<file path="src/rtl/bus_cycle_controller.sv">
`timescale 1ns/1ps
`default_nettype none
// ============================================================================
// Module      : bus_cycle_controller
// Description : 68000 bus-cycle controller. Decodes chip-select regions and
//               inserts per-region wait states before DTACK. Supports
//               single-step gating. Optional BERR path via macro BUS_BERR_EN.
// Revision    : 1.0 - initial release
// ============================================================================
module bus_cycle_controller #(
    parameter int                                ADDR_WIDTH  = 24,
    parameter int                                NUM_REGIONS = 4,
    parameter int                                WAIT_WIDTH  = 4,
    parameter logic [NUM_REGIONS*ADDR_WIDTH-1:0] REGION_BASE = '0,
    parameter logic [NUM_REGIONS*ADDR_WIDTH-1:0] REGION_MASK = '0,
    parameter logic [NUM_REGIONS*WAIT_WIDTH-1:0] REGION_WAIT = '0,
    parameter logic [NUM_REGIONS-1:0]            REGION_RO   = '0,
    parameter int                                BERR_DELAY  = 2
) (
    input  logic                   MCLK_IN,
    input  logic                   RESET_n_IN,
    input  logic                   RUN_IN,
    input  logic                   AS_IN,
    input  logic                   WR_IN,
    input  logic                   UDS_IN,
    input  logic                   LDS_IN,
    input  logic [ADDR_WIDTH-1:0]  ADDR_IN,
    input  logic                   STEPEN_IN,
    input  logic                   STEP_IN,
    output logic [NUM_REGIONS-1:0] CS,
    output logic                   OE,
    output logic                   WE_U,
    output logic                   WE_L,
    output logic                   DTACK,
    output logic                   BERR,
    output logic                   BUSY
);

    typedef enum logic [2:0] {
        ST_IDLE      = 3'd0,
        ST_DECODE    = 3'd1,
        ST_WAIT      = 3'd2,
        ST_STEP_HOLD = 3'd3,
        ST_ACK       = 3'd4,
        ST_ERR_DLY   = 3'd5,
        ST_ERR       = 3'd6
    } state_t;

    state_t                  r_state;
    state_t                  w_state_next;
    logic                    r_req_smp;
    logic                    r_step_meta;
    logic                    r_step_sync;
    logic                    r_step_prev;
    logic                    w_step_pulse;
    logic                    r_wr;
    logic                    w_wr_next;
    logic [WAIT_WIDTH-1:0]   r_wait_cnt;
    logic [WAIT_WIDTH-1:0]   w_wait_next;
    logic [NUM_REGIONS-1:0]  w_hit;
    logic [NUM_REGIONS-1:0]  w_sel;
    logic                    w_sel_ro;
    logic [WAIT_WIDTH-1:0]   w_sel_wait;
    logic                    w_bad_access;
    logic [NUM_REGIONS-1:0]  w_cs_next;
    logic                    w_strb_en;
    logic                    w_oe_next;
    logic                    w_we_u_next;
    logic                    w_we_l_next;
    logic                    w_dtack_next;
    logic                    w_berr_next;
    logic                    w_busy_next;

`ifdef BUS_BERR_EN
    localparam logic [7:0] c_err_load = 8'(BERR_DELAY - 1);
    logic [7:0] r_err_cnt;
    logic [7:0] w_err_next;
`else
    logic [7:0] w_unused_cfg;
    assign w_unused_cfg = 8'(BERR_DELAY);
`endif

    genvar gi;
    generate
        for (gi = 0; gi < NUM_REGIONS; gi++) begin : g_region
            assign w_hit[gi] =
                ((ADDR_IN & REGION_MASK[gi*ADDR_WIDTH +: ADDR_WIDTH]) ==
                 (REGION_BASE[gi*ADDR_WIDTH +: ADDR_WIDTH] & REGION_MASK[gi*ADDR_WIDTH +: ADDR_WIDTH]));
        end
    endgenerate

    // Scan downward so the lowest-indexed matching region wins.
    always_comb begin
        w_sel      = '0;
        w_sel_ro   = 1'b0;
        w_sel_wait = '0;
        for (int i = NUM_REGIONS - 1; i >= 0; i--) begin
            if (w_hit[i]) begin
                w_sel      = '0;
                w_sel[i]   = 1'b1;
                w_sel_ro   = REGION_RO[i];
                w_sel_wait = REGION_WAIT[i*WAIT_WIDTH +: WAIT_WIDTH];
            end
        end
    end

    assign w_bad_access = ~(|w_hit) | (WR_IN & w_sel_ro);
    assign w_step_pulse = r_step_sync & ~r_step_prev;

    always_comb begin
        w_state_next = r_state;
        w_wr_next    = r_wr;
        w_wait_next  = r_wait_cnt;
        w_cs_next    = CS;
`ifdef BUS_BERR_EN
        w_err_next   = r_err_cnt;
`endif
        case (r_state)
            ST_IDLE: begin
                if (r_req_smp) w_state_next = ST_DECODE;
            end
            ST_DECODE: begin
                w_wr_next = WR_IN;
                if (w_bad_access) begin
                    w_cs_next = '0;
`ifdef BUS_BERR_EN
                    w_state_next = ST_ERR_DLY;
                    w_err_next   = c_err_load;
`else
                    w_state_next = ST_ACK;
`endif
                end else begin
                    w_state_next = ST_WAIT;
                    w_cs_next    = w_sel;
                    w_wait_next  = w_sel_wait;
                end
            end
            ST_WAIT: begin
                if (r_wait_cnt == '0)
                    w_state_next = STEPEN_IN ? ST_STEP_HOLD : ST_ACK;
                else
                    w_wait_next = r_wait_cnt - WAIT_WIDTH'(1);
            end
            ST_STEP_HOLD: begin
                if (w_step_pulse) w_state_next = ST_ACK;
            end
            ST_ACK: begin
                w_state_next = ST_ACK;
            end
`ifdef BUS_BERR_EN
            ST_ERR_DLY: begin
                if (r_err_cnt == 8'd0)
                    w_state_next = ST_ERR;
                else
                    w_err_next = r_err_cnt - 8'd1;
            end
            ST_ERR: begin
                w_state_next = ST_ERR;
            end
`endif
            default: w_state_next = ST_IDLE;
        endcase

        if ((r_state != ST_IDLE && !AS_IN) || !RUN_IN) w_state_next = ST_IDLE;
        if (w_state_next == ST_IDLE) w_cs_next = '0;

        w_strb_en   = |w_cs_next;
        w_oe_next   = w_strb_en & ~w_wr_next;
        w_we_u_next = w_strb_en & w_wr_next & UDS_IN;
        w_we_l_next = w_strb_en & w_wr_next & LDS_IN;
        // An ACK entered straight from DECODE (unmapped, no BERR) waits one edge.
        w_dtack_next = (w_state_next == ST_ACK) && (r_state != ST_DECODE);
`ifdef BUS_BERR_EN
        w_berr_next = (w_state_next == ST_ERR);
`else
        w_berr_next = 1'b0;
`endif
        w_busy_next = (w_state_next != ST_IDLE);
    end

    always_ff @(posedge MCLK_IN or negedge RESET_n_IN) begin
        if (!RESET_n_IN) begin
            r_state     <= ST_IDLE;
            r_req_smp   <= 1'b0;
            r_step_meta <= 1'b0;
            r_step_sync <= 1'b0;
            r_step_prev <= 1'b0;
            r_wr        <= 1'b0;
            r_wait_cnt  <= '0;
            CS          <= '0;
            OE          <= 1'b0;
            WE_U        <= 1'b0;
            WE_L        <= 1'b0;
            DTACK       <= 1'b0;
            BERR        <= 1'b0;
            BUSY        <= 1'b0;
        end else begin
            r_state     <= w_state_next;
            r_req_smp   <= RUN_IN & AS_IN & (UDS_IN | LDS_IN);
            r_step_meta <= STEP_IN;
            r_step_sync <= r_step_meta;
            r_step_prev <= r_step_sync;
            r_wr        <= w_wr_next;
            r_wait_cnt  <= w_wait_next;
            CS          <= w_cs_next;
            OE          <= w_oe_next;
            WE_U        <= w_we_u_next;
            WE_L        <= w_we_l_next;
            DTACK       <= w_dtack_next;
            BERR        <= w_berr_next;
            BUSY        <= w_busy_next;
        end
    end

`ifdef BUS_BERR_EN
    always_ff @(posedge MCLK_IN or negedge RESET_n_IN) begin
        if (!RESET_n_IN) r_err_cnt <= 8'd0;
        else             r_err_cnt <= w_err_next;
    end
`endif

endmodule
`default_nettype wire

</file>
<file path="config.mk">
export PLATFORM = sky130hd
export DESIGN_NAME = bus_cycle_controller
export DESIGN_NICKNAME = d
export VERILOG_FILES = /design/src/rtl/bus_cycle_controller.sv
export SDC_FILE = /design/constraint.sdc
export NUM_CORES = 1
export LEC_CHECK = 0
export ABC_AREA = 1
export BUFFER_PORTS_ARGS = -buffer_cell sky130_fd_sc_hd__buf_2
export CELL_PAD_IN_SITES_DETAIL_PLACEMENT = 1
export CELL_PAD_IN_SITES_GLOBAL_PLACEMENT = 1
export CORE_MARGIN = 1.5
export CORE_UTILIZATION = 35
export DETAILED_ROUTE_END_ITERATION = 6
export GPL_TIMING_DRIVEN = 0
export PLACE_DENSITY = 0.94
export SLEW_MARGIN = 20
export SYNTH_ARGS = -nofsm -noshare
export SYNTH_HDL_FRONTEND = slang
export SYNTH_SLANG_ARGS = --single-unit
</file>
<file path="constraint.sdc">
create_clock -name MCLK_IN -period 2.4 [get_ports MCLK_IN]
set_input_delay 0.36 -clock MCLK_IN [delete_from_list [all_inputs] [get_ports MCLK_IN]]
set_output_delay 0.36 -clock MCLK_IN [all_outputs]
set_load 0.005 [all_outputs]
</file>
==> reports/qor.txt, run 1 <==
Status: finished clean
CTS Buf Count: 3
FILL cells: 331
Syn Inst Count: 110
Layout cell share with drive strength beyond 1: 0.288
CP required: 2610 ps
Final setup violation count: 0
Site Rows: 18
Leakage: 0.000695 uW
Hold slack: 152 ps
Crit path max fanout: 7
Synthesized area per cell: 8.84 um2
Tcrit/Tclk final: 0.699
Synth cell count leaders: nand2_1 (25), inv_1 (23), dfrtp_1 (21)
CTS tree: done
Die width: 55.7 um
Clock Pin Slew Worst Setup and Hold Paths: 120 ps
PwrDens: 541 nW/um2
Mapped Nets: 144
RR Startpoint: r_wait_cnt[0]$_DFFE_PN0P_
R2R setup slack: 720 ps
Synth Register Bits: 21
Worst VDD drop: 0.000311 V
Grt ovf: 0
Distinct cell type count after synthesis: 24
Max-cap check violation count: 0
First-pass GRT wire length: 3.67 mm
Root buffer cell: clkbuf_4
Fin crit period: 1680 ps
Synth Cell Area: 972 um2
Top-count cell post-synth: nand2_1
Worst Hold Endpoint: r_step_meta$_DFF_PN0_
CP Launch Type: register
Hold Path Depth: 1
CP dominant cell by count: nand2_1
RSZ-0062 raised after global routing: no
Yosys Warn Count: 0
Largest net degree at the start of global routing: 22
Clk Latency, worst-skew pair: 300 ps
CP Launch Point: r_wait_cnt[0]$_DFFE_PN0P_
Final non-filler cell area: 1130 um2
WS Path Type: register to register
PortBufs: 17
Detail Route Antenna Nets: 0
Starting DRT DRC Count: 10
Post-CTS setup buffers: 0
Critical Path Sink Type: register
Final Skew: 14.7 ps
# IOs: 43
Post-synthesis sequential area ratio: 0.541
Fraction of registers with async set/reset: 1.00
Final #Nets: 167
Final HPWL DP: 1.67 mm
Fin. Hold Viols: 0
Slowest cell on the critical path: dfrtp_1
Post-synth EDFFs: 0
Routability congestion estimate: 0.715
Vias in the first global route: 833
DRC violations left: 0
Register area: 526 um2
Vias: 774
Setup TNS Final: 0 ps
First-pass DRT Iterations: 4
End of the worst register-to-register path: WE_U$_DFF_PN0_
Clock tree buffer depth: 2
All-Layer GR Usage: 0.152
Synth top area share: 0.541
Slew Viols, Final: 0
Ranking of synthesized cells by area: dfrtp_1 (54%), nand2_1 (9.7%), inv_1 (8.9%), nor2_1 (3.9%), o21ai_2 (2.7%)
Routed WL per cell: 13.0 um
Arr. time, crit path: 1890 ps
Initial Util: 0.382
Die Y: 55.7 um
CP cell instances: inv_1, ha_1, nand2_1, a21oi_2, nand2_1, nand2_2, nand3_4, o21ai_2, nand2_1, nand2_1, nor2_1
Die area: 3100 um2
Worst hold path type: input pin to register
Vias per cell: 4.78
Final wirelength: 2.11 mm
Cell accounting for the most synthesized area: dfrtp_1
Ant diodes: 0
H-tree Lvls: 1
Fmax: 596 MHz
Hold path start: STEP_IN
Initial antenna violation count: 0
Critical Path Max Stage Delay: 390 ps
Multi-input gate area: 345 um2
Placed cell area: 1090 um2
Ys flop type: dfrtp_1
Sink Count: 21
Core area: 2540 um2
Synthesis-to-layout area growth: 16.3%
R2R depth: 11
==> layout make-up <==
type                    count  share of cell area
plain buffers               1             0.00664
clock buffers               4              0.0232
inverters                  25              0.0830
multi-input cells          63               0.305
flip-flops and latches     21               0.465
well taps                  30              0.0332
repair buffers             18              0.0841
==> worst max path at each step <==
stage | end | slack (ps) | cells after the start
3_5_place_dp | WE_U$_DFF_PN0_ | 700 | 11
6_report | WE_U$_DFF_PN0_ | 720 | 11
4_1_cts | WE_U$_DFF_PN0_ | 690 | 11
3_3_place_gp | WE_L$_DFF_PN0_ | 770 | 11
5_1_grt | WE_U$_DFF_PN0_ | 580 | 11
2_1_floorplan | WE_L$_DFF_PN0_ | 930 | 11
==> worst max-delay path: cells and delay by family (launching register included) <==
kind	cells	cell delay, ps
AND/OR/NAND/NOR	7	590
flip-flops	1	390
AO/OA/AOI/OAI	2	310
adder cells (fa/ha/maj)	1	200
buffers and inverters	1	90
==> registers in the layout, indices dropped and copies added (netlist names) <==
register     flops
BUSY             1
CS               4
DTACK            1
OE               1
WE_L             1
WE_U             1
r_req_smp        1
r_state          3
r_step_meta      1
r_step_prev      1
r_step_sync      1
r_wait_cnt       4
r_wr             1
==> cells by family (layout without fill, tap and decap cells) <==
group,count (synthesis),after routing,synth area share
xor+xnor,1,1,0.00901
compound gates,11,11,0.0785
fa+ha+maj,1,1,0.0129
buf+inv,26,48,0.104
simple gates,49,49,0.251
flops,21,21,0.541
other cells,1,1,0.00386
==> stage by stage <==
stage | worst slack [ps] | total power (uW) | util | std cells
after floorplan | 930 | 425 | - | 110
after global placement | 773 | 449 | 0.430 | 157
after detailed placement | 698 | 454 | 0.430 | 157
after CTS | 693 | 622 | 0.444 | 162
after global routing | 577 | 641 | 0.444 | 162
final | 722 | 612 | 0.444 | 162
==> cells in the final DEF, fill, tap and decap left out, types with 3 or more instances in the layout <==
cell type	synthesis	final
nand2_1	25	25
inv_1	23	23
dfrtp_1	21	21
buf_2	0	17
nor2_1	10	10
nand3_1	3	3
nor2_2	3	3
o21ai_2	3	3
a21oi_1	3	3
clkbuf_4	0	3
==> power by group <==
group | switching, uW | internal (uW)
clock network | 99.3 | 64.8
registers | 7.78 | 368
logic | 46.4 | 25.2
==> layer usage <==
layer	wire [um]	global-route usage	up-vias
met5	0	0	-
met4	19	0.0627	0
met3	55	0.0256	2
met2	1200	0.284	13
met1	834	0.168	389
li1	-	-	370
==> what timing repair did <==
action | CTS | global route
hold buffers | 1 | 0
gates resized for setup | 0 | 0
endpoints found under the hold margin | 9 | 0
Note: power is estimated with default switching activity, not from simulation.
==> run 2: changes to the inputs <==
- CORE_UTILIZATION: 35 -> 32
- PLACE_DENSITY: 0.94 -> 0.88
- clock period: 2.4 -> 1.59 ns (I/O delays scaled with it)
==> run 2 against run 1 <==
  * Final area grew 14%
  * Flip-flop and latch count is the same
  * Critical path depth is the same
  * Largest cell class unchanged
==> reports/qor.txt, run 2 (synthesis gave the netlist of run 1 again) <==
Status: finished clean
Leakage: 0.000770 uW (+11%)
Clk Latency, worst-skew pair: 310 ps (about the same)
Final worst setup slack: 15.8 ps (-706 ps)
WL met3: 47 um (-15%)
Critical Path Sink Type: register
Die width: 58.1 um (+4.3%)
Initial antenna violation count: 0 (unchanged)
R2R depth: 11 (unchanged)
DRT met1 WL: 874 um (+4.8%)
Setup TNS Final: 0 ps (unchanged)
Ant diodes: 0 (unchanged)
Site Rows: 19 (+1)
CP Launch Type: register
Final wirelength: 2.35 mm (+11%)
Fin util: 0.457 (+0.0129)
Die Y: 58.1 um (+4.3%)
CTS Buf Count: 3 (unchanged)
Switching share of power: 0.262 (+0.0110)
Placed cell area: 1100 um2 (+0.11%)
H-tree Lvls: 1 (unchanged)
Crit path max fanout: 5 (-2)
Worst VDD drop: 0.000473 V (+52%)
Clock tree buffer depth: 2 (unchanged)
Final non-filler cell area: 1290 um2 (+14%)
Final HPWL DP: 1.59 mm (-4.8%)
FILL cells: 338 (+2.1%)
First-pass GRT wire length: 3.90 mm (+6.2%)
Switching pwr: 251 uW (+64%)
Layout cell share with drive strength beyond 1: 0.417 (+0.129)
PortBufs: 17 (unchanged)
Comb power frac: 0.140 (+0.023)
Routed WL per cell: 13.4 um (+2.9%)
Routability congestion estimate: 0.808 (+13%)
Vias in the first global route: 892 (+7.1%)
Grt ovf: 0 (unchanged)
# IOs: 43 (unchanged)
Sequential Power Share: 0.591 (-0.024)
Max-cap check violation count: 0 (unchanged)
R2R setup slack: 20 ps (-710 ps)
Pre-CTS setup slack: -122 ps (-820 ps)
Commonest non-fill, non-tap cell in the layout: nand2_1
Initial Util: 0.344 (-0.0384)
All-Layer GR Usage: 0.156 (+0.00398)
Starting DRT DRC Count: 3 (-7)
Vias: 807 (+4.3%)
End of the worst register-to-register path: WE_U$_DFF_PN0_
CP required: 1800 ps (-810 ps)
Slew Viols, Final: 0 (unchanged)
Crit path capture: WE_U$_DFF_PN0_
RR Startpoint: r_wait_cnt[0]$_DFFE_PN0P_
Root buffer cell: clkbuf_4
PwrDens: 742 nW/um2 (+37%)
Pint: 709 uW (+55%)
Final #Nets: 179 (+7.2%)
Detail Route Antenna Nets: 0 (unchanged)
Highest Signal Layer: met4
Core area: 2830 um2 (+11%)
Fin crit period: 1570 ps (-104 ps)
CTS tree: done
Clock Pin Slew Worst Setup and Hold Paths: 110 ps (about the same)
Final setup violation count: 0 (unchanged)
Routed wl met2: 1.37 mm (+14%)
Arr. time, crit path: 1790 ps (-100 ps)
DRC violations left: 0 (unchanged)
Largest net degree at the start of global routing: 22 (unchanged)
Sink Count: 21 (unchanged)
Power Total: 960 uW (+57%)
Fin. Hold Viols: 0 (unchanged)
Multi-input gate area: 415 um2 (+20%)
Register area: 527 um2 (+0.24%)
CP Launch Point: r_wait_cnt[0]$_DFFE_PN0P_
Synthesis-to-layout area growth: 33.1%
Tcrit/Tclk final: 0.990 (+0.291)
WS Path Type: register to register
Commonest cells after routing, fill and taps aside: nand2_1 (22), inv_1 (21), dfrtp_1 (20)
RSZ-0062 raised after global routing: yes
Die area: 3380 um2 (+8.9%)
Clk pwr share: 0.269 (about the same)
Top flop regs: CS x4, r_wait_cnt x4, r_state x3
Fmax: 635 MHz (+6.6%)
Vias per cell: 4.61 (-3.5%)
Worst hold path type: input pin to register
First-pass DRT Iterations: 2 (-2)
Final Skew: 3.84 ps (-10.9 ps)
## run 2: changes by cell type in the layout (fill, tap and decap cells not counted), moves of 2 or more
cell / change
buf_4: +12
inv_1: -2
inv_2: +2
nand2_1: -3
nand2_4: +2
nor2_1: -2
nor2_4: +3
## run 2: how the worst min path moves through the flow
stage,from,depth (start not counted),endpoint,slack [ps]
detailed placement,RESET_n_IN,1,CS[2]$_DFF_PN0_,220
CTS,STEP_IN,1,r_step_meta$_DFF_PN0_,30
finish,STEP_IN,1,r_step_meta$_DFF_PN0_,30
floorplan,RESET_n_IN,0,BUSY$_DFF_PN0_,-60
global route,STEP_IN,1,r_step_meta$_DFF_PN0_,20
global placement,RESET_n_IN,1,OE$_DFF_PN0_,200
## run 2: what timing repair did
item | CTS | global route
pin swaps | 7 | 8
hold buffers | 1 | 0
endpoints found under the hold margin | 21 | 0
buffers inserted | 8 | 4
endpoints found under the setup margin | 3 | 5
gates resized for setup | 11 | 7
## run 2: routing by layer
| metal | GRT usage | vias up |
|---|---|---|
| met2 | 0.305 | 10 |
| met5 | 0 | - |
| met3 | 0.0156 | 4 |
| met1 | 0.153 | 396 |
| li1 | - | 397 |
| met4 | 0.0997 | 0 |
## run 2: power groups by stage
stage	combinational (uW)	sequential, uW	clock [uW]
after floorplan	64.7	576	0
final	134	568	258
after detailed placement	106	578	0
after CTS	124	568	264
after global placement	101	577	0
after global routing	151	571	280
## run 2: cell type report
class                   count  area share
flip-flops and latches     21       0.407
repair buffers             30       0.143
well taps                  31      0.0300
multi-input cells          63       0.321
plain buffers               1     0.00580
inverters                  25      0.0725
clock buffers               4      0.0203
## run 2: metrics by stage
step	hold WS (ps)	std cells
after floorplan	-57.1	110
after global placement	202	158
after detailed placement	215	158
after CTS	25.2	171
after global routing	17.0	175
final	29.3	175
## run 2: worst max-delay path, cell delays in order (launching register included)
cell,delay [ps]
dfrtp_1,410
inv_2,90
ha_4,170
nand2_4,70
a21oi_2,160
nand2_1,80
nand2_2,90
nand3_4,110
o21ai_4,90
nand2_1,70
nand2_1,80
nor2_1,50
